<file path="src/rtl/keypad_scanner.sv">
// keypad_scanner
//   Scans a 4x3 active-low membrane keypad, debounces whole scan frames and
//   reports the held digit as a one-hot vector for the time-entry encoder.
//   '*' and '#' are recognised only so they can be rejected.
// Ports
//   clock       system clock, rising edge
//   resetn      asynchronous active-low reset
//   rows_n[3:0] matrix rows, active-low, asynchronous to clock
//   cols_n[2:0] column strobes, active-low, exactly one low at a time
//   keypad[9:0] debounced one-hot digit (bit k = digit k held), else 0
//   key_code    binary code of the last accepted digit (held)
//   key_strobe  one-clock pulse per accepted press
module keypad_scanner #(
  parameter int unsigned SCAN_DIV = 4,
  parameter int unsigned DEBOUNCE = 3,
  parameter int unsigned CNT_W    = 4
) (
  input  logic       clock,
  input  logic       resetn,
  input  logic [3:0] rows_n,
  output logic [2:0] cols_n,
  output logic [9:0] keypad,
  output logic [3:0] key_code,
  output logic       key_strobe
);

  localparam int unsigned SLOT_W = (SCAN_DIV > 1) ? $clog2(SCAN_DIV) : 1;

  typedef enum logic [1:0] {CLS_NONE, CLS_DIGIT, CLS_OTHER} cls_e;
  typedef enum logic [1:0] {IDLE, PRESS_WAIT, PRESSED, RELEASE_WAIT} state_e;

  logic [SLOT_W-1:0] slot_q, slot_d;
  logic [1:0]        col_q, col_d;
  logic [3:0]        sync1_q, sync2_q;
  logic [2:0][3:0]   snap_q, snap_d;
  logic              frame_end_q, frame_end_d;
  logic              last_slot;

  cls_e              cls_q, cls_d;
  logic [3:0]        dig_q, dig_d;
  logic              cls_vld_q;

  logic [3:0]        nlow;
  logic [1:0]        low_r, low_c;

  state_e            state_q, state_d;
  logic [CNT_W-1:0]  cnt_q, cnt_d;
  logic [3:0]        cand_q, cand_d;
  logic [9:0]        keypad_q, keypad_d;
  logic [3:0]        code_q, code_d;
  logic              strobe_q, strobe_d;

  // Column scan and snapshot capture
  always_comb begin
    last_slot   = (slot_q == SLOT_W'(SCAN_DIV - 1));
    slot_d      = last_slot ? '0 : slot_q + 1'b1;
    col_d       = col_q;
    snap_d      = snap_q;
    if (last_slot) begin
      snap_d[col_q] = sync2_q;
      col_d         = (col_q == 2'd2) ? 2'd0 : col_q + 2'd1;
    end
    frame_end_d = last_slot && (col_q == 2'd2);
  end

  always_comb begin
    unique case (col_q)
      2'd1:    cols_n = 3'b101;
      2'd2:    cols_n = 3'b011;
      default: cols_n = 3'b110;
    endcase
  end

  // Frame classification: count low bits, remember the position of the last one
  always_comb begin
    nlow  = '0;
    low_r = '0;
    low_c = '0;
    for (int unsigned c = 0; c < 3; c++) begin
      for (int unsigned r = 0; r < 4; r++) begin
        if (!snap_q[2'(c)][2'(r)]) begin
          nlow  = nlow + 4'd1;
          low_r = 2'(r);
          low_c = 2'(c);
        end
      end
    end
    cls_d = CLS_OTHER;
    dig_d = '0;
    if (nlow == 4'd0) begin
      cls_d = CLS_NONE;
    end else if (nlow == 4'd1) begin
      if (low_r != 2'd3) begin
        cls_d = CLS_DIGIT;
        dig_d = {2'b00, low_r} * 4'd3 + {2'b00, low_c} + 4'd1;
      end else if (low_c == 2'd1) begin
        cls_d = CLS_DIGIT;
        dig_d = 4'd0;
      end
    end
  end

  // Debounce FSM, acts only on the cycle a fresh classification is available
  always_comb begin
    state_d  = state_q;
    cnt_d    = cnt_q;
    cand_d   = cand_q;
    keypad_d = keypad_q;
    code_d   = code_q;
    strobe_d = 1'b0;
    if (cls_vld_q) begin
      unique case (state_q)
        IDLE: begin
          if (cls_q == CLS_DIGIT) begin
            cand_d = dig_q;
            if (DEBOUNCE <= 1) begin
              state_d  = PRESSED;
              cnt_d    = '0;
              keypad_d = 10'd1 << dig_q;
              code_d   = dig_q;
              strobe_d = 1'b1;
            end else begin
              state_d = PRESS_WAIT;
              cnt_d   = CNT_W'(1);
            end
          end
        end
        PRESS_WAIT: begin
          if ((cls_q == CLS_DIGIT) && (dig_q == cand_q)) begin
            if ((cnt_q + 1'b1) == CNT_W'(DEBOUNCE)) begin
              state_d  = PRESSED;
              cnt_d    = '0;
              keypad_d = 10'd1 << cand_q;
              code_d   = cand_q;
              strobe_d = 1'b1;
            end else begin
              cnt_d = cnt_q + 1'b1;
            end
          end else begin
            state_d = IDLE;
            cnt_d   = '0;
          end
        end
        PRESSED: begin
          if (cls_q == CLS_NONE) begin
            if (DEBOUNCE <= 1) begin
              state_d  = IDLE;
              cnt_d    = '0;
              keypad_d = '0;
            end else begin
              state_d = RELEASE_WAIT;
              cnt_d   = CNT_W'(1);
            end
          end
        end
        RELEASE_WAIT: begin
          if (cls_q == CLS_NONE) begin
            if ((cnt_q + 1'b1) == CNT_W'(DEBOUNCE)) begin
              state_d  = IDLE;
              cnt_d    = '0;
              keypad_d = '0;
            end else begin
              cnt_d = cnt_q + 1'b1;
            end
          end else begin
            state_d = PRESSED;
            cnt_d   = '0;
          end
        end
        default: begin
          state_d = IDLE;
          cnt_d   = '0;
        end
      endcase
    end
  end

  always_ff @(posedge clock or negedge resetn) begin
    if (!resetn) begin
      slot_q      <= '0;
      col_q       <= '0;
      // Synchroniser and snapshot clear to the released (all-high) row level
      sync1_q     <= '1;
      sync2_q     <= '1;
      snap_q      <= '1;
      frame_end_q <= 1'b0;
      cls_q       <= CLS_NONE;
      dig_q       <= '0;
      cls_vld_q   <= 1'b0;
      state_q     <= IDLE;
      cnt_q       <= '0;
      cand_q      <= '0;
      keypad_q    <= '0;
      code_q      <= '0;
      strobe_q    <= 1'b0;
    end else begin
      slot_q      <= slot_d;
      col_q       <= col_d;
      sync1_q     <= rows_n;
      sync2_q     <= sync1_q;
      snap_q      <= snap_d;
      frame_end_q <= frame_end_d;
      if (frame_end_q) begin
        cls_q <= cls_d;
        dig_q <= dig_d;
      end
      cls_vld_q   <= frame_end_q;
      state_q     <= state_d;
      cnt_q       <= cnt_d;
      cand_q      <= cand_d;
      keypad_q    <= keypad_d;
      code_q      <= code_d;
      strobe_q    <= strobe_d;
    end
  end

  assign keypad     = keypad_q;
  assign key_code   = code_q;
  assign key_strobe = strobe_q;

endmodule

</file>
<file path="config.mk">
export PLATFORM = sky130hd
export DESIGN_NAME = keypad_scanner
export DESIGN_NICKNAME = d
export VERILOG_FILES = /design/src/rtl/keypad_scanner.sv
export SDC_FILE = /design/constraint.sdc
export NUM_CORES = 1
export LEC_CHECK = 0
export CORE_MARGIN = 3
export CORE_UTILIZATION = 35
export DETAILED_ROUTE_END_ITERATION = 7
export PLACE_DENSITY_LB_ADDON = 0.12
export SYNTH_ARGS = -nofsm -noshare
export SYNTH_HDL_FRONTEND = slang
export SYNTH_SLANG_ARGS = --single-unit
</file>
<file path="constraint.sdc">
create_clock -name clock -period 9.2 [get_ports clock]
set_input_delay 1.38 -clock clock [delete_from_list [all_inputs] [get_ports clock]]
set_output_delay 1.38 -clock clock [all_outputs]
set_load 0.01 [all_outputs]
</file>
**After elaboration in Yosys (flattened, before gate mapping)**

Cells that the tools add are included.

- Shift operators: 1
- Muxes and demuxes: 66
- Reduce and logical (&&, ||, !) cells: 12
- Add/sub/neg operators: 16
- $lt $le $gt $ge: 2
- Equality and inequality tests: 20
- $mul: 1

Operators with widths:

| cell | count |
|---|---|
| 4-bit 2-to-1 mux | 20 |
| 2-bit 2-to-1 mux | 29 |
| 4-bit by 1-bit adder with 4-bit output, second input constant | 13 |
| 10-bit 2-to-1 mux | 4 |
| 10-bit case mux with 2 select lines | 1 |
| 4-bit case mux with 4 select lines | 1 |
| 2-bit != test, second input constant | 7 |
| 12-bit bitwise mux | 1 |
| 1-bit by 4-bit left shift with 10-bit output, first input constant | 1 |
| 4-bit demux with 2-bit select | 1 |
| 2-bit by 1-bit equality test with 1-bit output, second input constant | 4 |
| 2-bit equality test, second input constant | 4 |
| 2-bit case mux with 4 select lines | 1 |
| 1-bit 2-to-1 mux | 7 |
| 3-bit != test, second input constant | 2 |
| 3-bit case mux with 2 select lines | 1 |
| 3-bit AND reduction | 2 |
| 6-bit AND reduction | 1 |
| 5-bit AND reduction | 1 |
| 2-bit by 1-bit adder with 2-bit output, second input constant | 2 |
| 4-bit by 2-bit adder with 4-bit output | 1 |
| 4-bit by 1-bit equality test with 1-bit output, second input constant | 1 |
| 4-bit by 2-bit equality test with 1-bit output, second input constant | 1 |
| 4-bit equality test | 1 |
| 8 further kinds | 11 |

- Word-level logic and storage cells: 135
- Input port bits: 6
- Register bits: 57
- Output and inout bits: 18

**Longest topological paths before layout**

- Depth after elaboration: 26
- Mapped depth: 35
- Gate-level depth less buffers: 35

**Worst setup path before layout**

No wires, ideal clock.

- Kind: reg-to-reg
- Start: register snap_q[0] (netlist bit)
- End: register cls_q[1]
- Required time: 9.074 ns
- Period minus slack after synthesis: 6.615 ns
- Library setup time: 0.126 ns
- Path buffers: 0
- Stages on the path, launching flop included: 33
- Data arrival time: 6.489 ns
- Slack: 2.585 ns
- Cells stage by stage: dfstp_2 -> inv_1 -> ha_1 -> xnor2_1 -> ha_1 -> nand2b_1 -> nand2_1 -> ha_1 -> nand2b_1 -> nand2_1 -> ha_1 -> nor2_1 -> a31oi_1 -> or2_2 -> ha_1 -> or2_2 -> o31a_1 -> ha_1 -> nor2b_1 -> a21o_1 -> ha_1 -> nand2_1 -> nand2_1 -> ha_1 -> nor2_1 -> a21oi_1 -> a31o_2 -> ha_1 -> nor2b_1 -> xnor3_2 -> or3_1 -> xnor3_2 -> o32a_1

- Word-level cells in the longest chain between the ends: 26
- Elaborated cells on any way between the ends: 27
- Those cells by class: add/sub (11); eq/ne (1); mux (14); reduce/logical (1)

Ends and longest elaborated chain:

| item | line | text |
|---|---|---|
| start: declaration | 35 | `logic [2:0][3:0] snap_q, snap_d;` |
| start signal: assignment | 201 | `snap_q <= snap_d;` |
| 1-bit 2-to-1 mux (*) | 81 | `if (!snap_q[2'(c)][2'(r)]) begin` |
| 4-bit by 1-bit adder with 4-bit output | 82 | `nlow = nlow + 4'd1;` |
| 4-bit 2-to-1 mux (*) | 81 |  |
| 4-bit by 1-bit adder with 4-bit output | 82 |  |
| 4-bit 2-to-1 mux (*) | 81 |  |
| 4-bit by 1-bit adder with 4-bit output | 82 |  |
| 4-bit 2-to-1 mux (*) | 81 |  |
| 4-bit by 1-bit adder with 4-bit output | 82 |  |
| (+10 left out) | -- |  |
| 4-bit 2-to-1 mux (*) | 81 |  |
| 4-bit by 1-bit adder with 4-bit output | 82 |  |
| 4-bit 2-to-1 mux (*) | 81 |  |
| 4-bit by 1-bit adder with 4-bit output | 82 |  |
| 4-bit 2-to-1 mux (*) | 81 |  |
| 4-bit by 1-bit equality test with 1-bit output | 92 | `end else if (nlow == 4'd1) begin` |
| 2-bit 2-to-1 mux | 92 |  |
| 2-bit 2-to-1 mux (*) | 90 | `if (nlow == 4'd0) begin` |
| end signal: assignment | 204 | `cls_q <= cls_d;` |
| end: declaration | 39 | `cls_e cls_q, cls_d;` |

Mark *: on every way between the ends. The rest lies on a longest branch, timed or not.
A chain may end at the register's enable or synchronous reset.

**Worst setup path after layout**

Ends and elaborated chain as after synthesis.

==> flow_summary.ini <==
[run_status]
status = complete, no violations

[detailed_routing]
drt_iter0_markers = 84
ant_nets = 0
drc_errors = 0
routedWlPerCell_um = 12.9
first_pass_iters = 4
via_count = 2446
routed_wirelength_mm = 6.55
via_per_inst = 4.81

[sta]
setup-violations-final = 0
layout_setup_ws_ns = 2.22
setup-tns-final_ns = 0
hold_viol_final = 0
finClkSkew_ns = 0.00494
fin_crit_ns = 6.98
layout_worst_path_cycle_share = 0.759
fmax_ghz = 0.143
worst_pin_slew_ns = 0.823
rsz0062_at_grt = no
drv_slew = 0
slew_headroom = 0.449

[floorplan]
initial_core_util = 0.363
rows = 36
die_w_um = 107
core-area_um2 = 9860
die_area_um2 = 11500
fp.dieH_um = 107
io_pins = 24

[synth]
synthAdderAreaFrac = 0.0916
async_flop_share = 1.00
synth_top_family_by_area = simple AND/OR/NAND/NOR gates
synthDistinctLibCells = 50
synthFlopType = dfrtp_1
synth_area_per_cell_um2 = 10.3
synthCells = 349
yosys_warnings = 0
ys_ff_latch = 57
synth-simple-area-share = 0.166
yosysSeqAreaShare = 0.405
synth_edf_count = 0
syn_nets = 380
synth_compound_area_frac = 0.100
muxShareOfSynthArea = 0.0629
syn-cell-area_um2 = 3580
synth_xor_xnor_area_share = 0.132

[placed_design]
dp_hpwl_mm = 4.86
dpl_cell_area_um2 = 3920
preCtsSetupSlack_ns = 2.25
portBuffers = 23
gp_congestion = 0.762

[worst_setup_path]
cp_max_fo = 6
critPathKind = flip-flop to flip-flop
r2r-start = snap_q[0]
regToRegEndpoint = cls_q[1]
arrival_ns = 7.21
critPathLaunchType = flip-flop
cp-end-kind = flip-flop
cp_slowest_stage_delay_ns = 0.54
r2r_setup_slack_ns = 2.22
cp.required_ns = 9.42
crit_slowest_cell = dfstp_2
reg2reg_depth = 33
crit_top_cell = ha_1

[clocking]
htree_num_levels = 3
numCtsBuffers = 9
cts.repair.resized = 0
clk_path_buf_depth = 2
holdBufCountCts = 0
clkLatencyLatePin_ns = 0.34
cts_root_buf = clkbuf_8
cts.sinks = 57
clkSlewWorstSetupHoldPaths_ns = 0.06
cts_tree = yes
post_cts_buffers = 0

[cells_and_area]
diodes = 0
fin_nets = 401
final_cell_mix = 40 x nand2_1, 37 x dfrtp_1, 24 x o21ai_0
syn_to_final_growth_pct = 15.1
layout_commonest_cell = nand2_1
fin_area_um2 = 4120
drive_gt1_frac = 0.197

[min_path]
hold_end = sync2_q[3]
hold_class = flip-flop to flip-flop
hold_depth = 0
worstHoldStart = sync1_q[3]

[power_and_ir_drop]
cellLeakagePower_nw = 1.88
p_per_area_nw_per_um2 = 192
vdd_drop_max_v = 0.0000941

[global_routing]
track_usage = 0.131
grt_max_degree = 58
gr-total-overflow = 0
antenna_found_initial = 0
grt_pass1_wl_mm = 12.0
grt_pass1_vias = 2560

[job]
drv_cap = 0
[kinds of logic (layout without fill, tap and decap cells)]
logic type / after synthesis / in the layout
adders and majority gates: 25 / 25
DFF: 57 / 57
and+or+nand+nor: 116 / 116
xor gates and xnor gates: 37 / 37
buffers and inverters: 37 / 63
muxes: 20 / 20
AOI/OAI and AO/OA: 57 / 57
[metal layers]
metal	vias to the layer above	share of wire	track usage
li1	1239	-	-
met1	1167	0.52	0.184
met2	28	0.44	0.193
met3	12	0.022	0.0301
met4	0	0.021	0.0548
met5	-	0	0
[power breakdown]
part / switching, mW / total [mW] / internal (mW)
clock: 0.0971 / 0.236 / 0.139
sequential: 0.0197 / 0.289 / 0.270
combinational: 0.131 / 0.265 / 0.134
total: 0.247 / 0.790 / 0.542
[critical path: cells and delay by family (launching register included)]
kind	cells	cell delay, ns
adders and majority gates	9	2.56
buffers and inverters	1	0.04
and+or+nand+nor	14	1.92
DFF	1	0.54
xor gates and xnor gates	2	0.68
AOI/OAI and AO/OA	7	1.11
[flip-flops by register name, indices dropped and copies added, names as in the netlist, 2 cells and up]
register and flops:
cnt_q 4, key_code 4, slot_q 2, keypad 10, state_q 2, cand_q 4, snap_q 12, sync2_q 4
col_q 2, dig_q 4, cls_q 2, sync1_q 4
[final cells by class]
cell class,instances,area [um^2]
Timing Repair Buffer,24,233
Fill cell,943,5740
Inverter,23,86.3
Sequential cell,57,1450
Clock buffer,11,151
Tap cell,133,166
Multi-Input combinational cell,255,1980
Clock inverter,5,53.8
[synthesized netlist by cell type (2+ instances only)]
master,n,share of area
nand3b_1,3,0.0063
xor2_1,10,0.024
nand3_1,4,0.0056
inv_1,23,0.024
nor3_1,6,0.0084
clkbuf_1,11,0.012
nor3b_1,2,0.0042
dfstp_2,20,0.15
xnor2_1,16,0.039
nor4_1,2,0.0035
ha_1,23,0.080
a21boi_0,2,0.0042
fa_1,2,0.011
a21o_1,2,0.0042
nand2b_1,4,0.0070
a31oi_1,8,0.014
and3_1,4,0.0070
or3_1,4,0.0070
nand4b_1,2,0.0049
xnor2_2,2,0.0091
xnor3_2,6,0.040
nand4_1,4,0.0070
dfrtp_1,37,0.26
a21oi_1,7,0.0098
o21ai_0,24,0.034
buf_2,2,0.0028
mux2_2,20,0.063
and2_1,3,0.0052
or3b_2,2,0.0049
nand2_1,40,0.042
nor2_1,17,0.018
or2_2,3,0.0052
nor2b_1,13,0.023
o32ai_1,5,0.012
[worst max path at each step]
| stage | from | to |
|---|---|---|
| final | snap_q[0] | cls_q[1] |
| after global routing | snap_q[0] | cls_q[1] |
| after CTS | snap_q[0] | dig_q[3] |
| after detailed placement | snap_q[0] | dig_q[3] |
| after global placement | snap_q[0] | cls_q[1] |
| after floorplan | snap_q[0] | cls_q[1] |
[stage by stage]
stage,hold slack [ns],utilization,instances,total power [mW]
2_1_floorplan,0.345,-,349,0.511
3_3_place_gp,0.346,0.397,492,0.556
3_5_place_dp,0.347,0.397,492,0.559
4_1_cts,0.356,0.418,508,0.802
5_1_grt,0.358,0.418,508,0.856
6_report,0.355,0.418,508,0.790
Power figures use the tool's default switching activity.
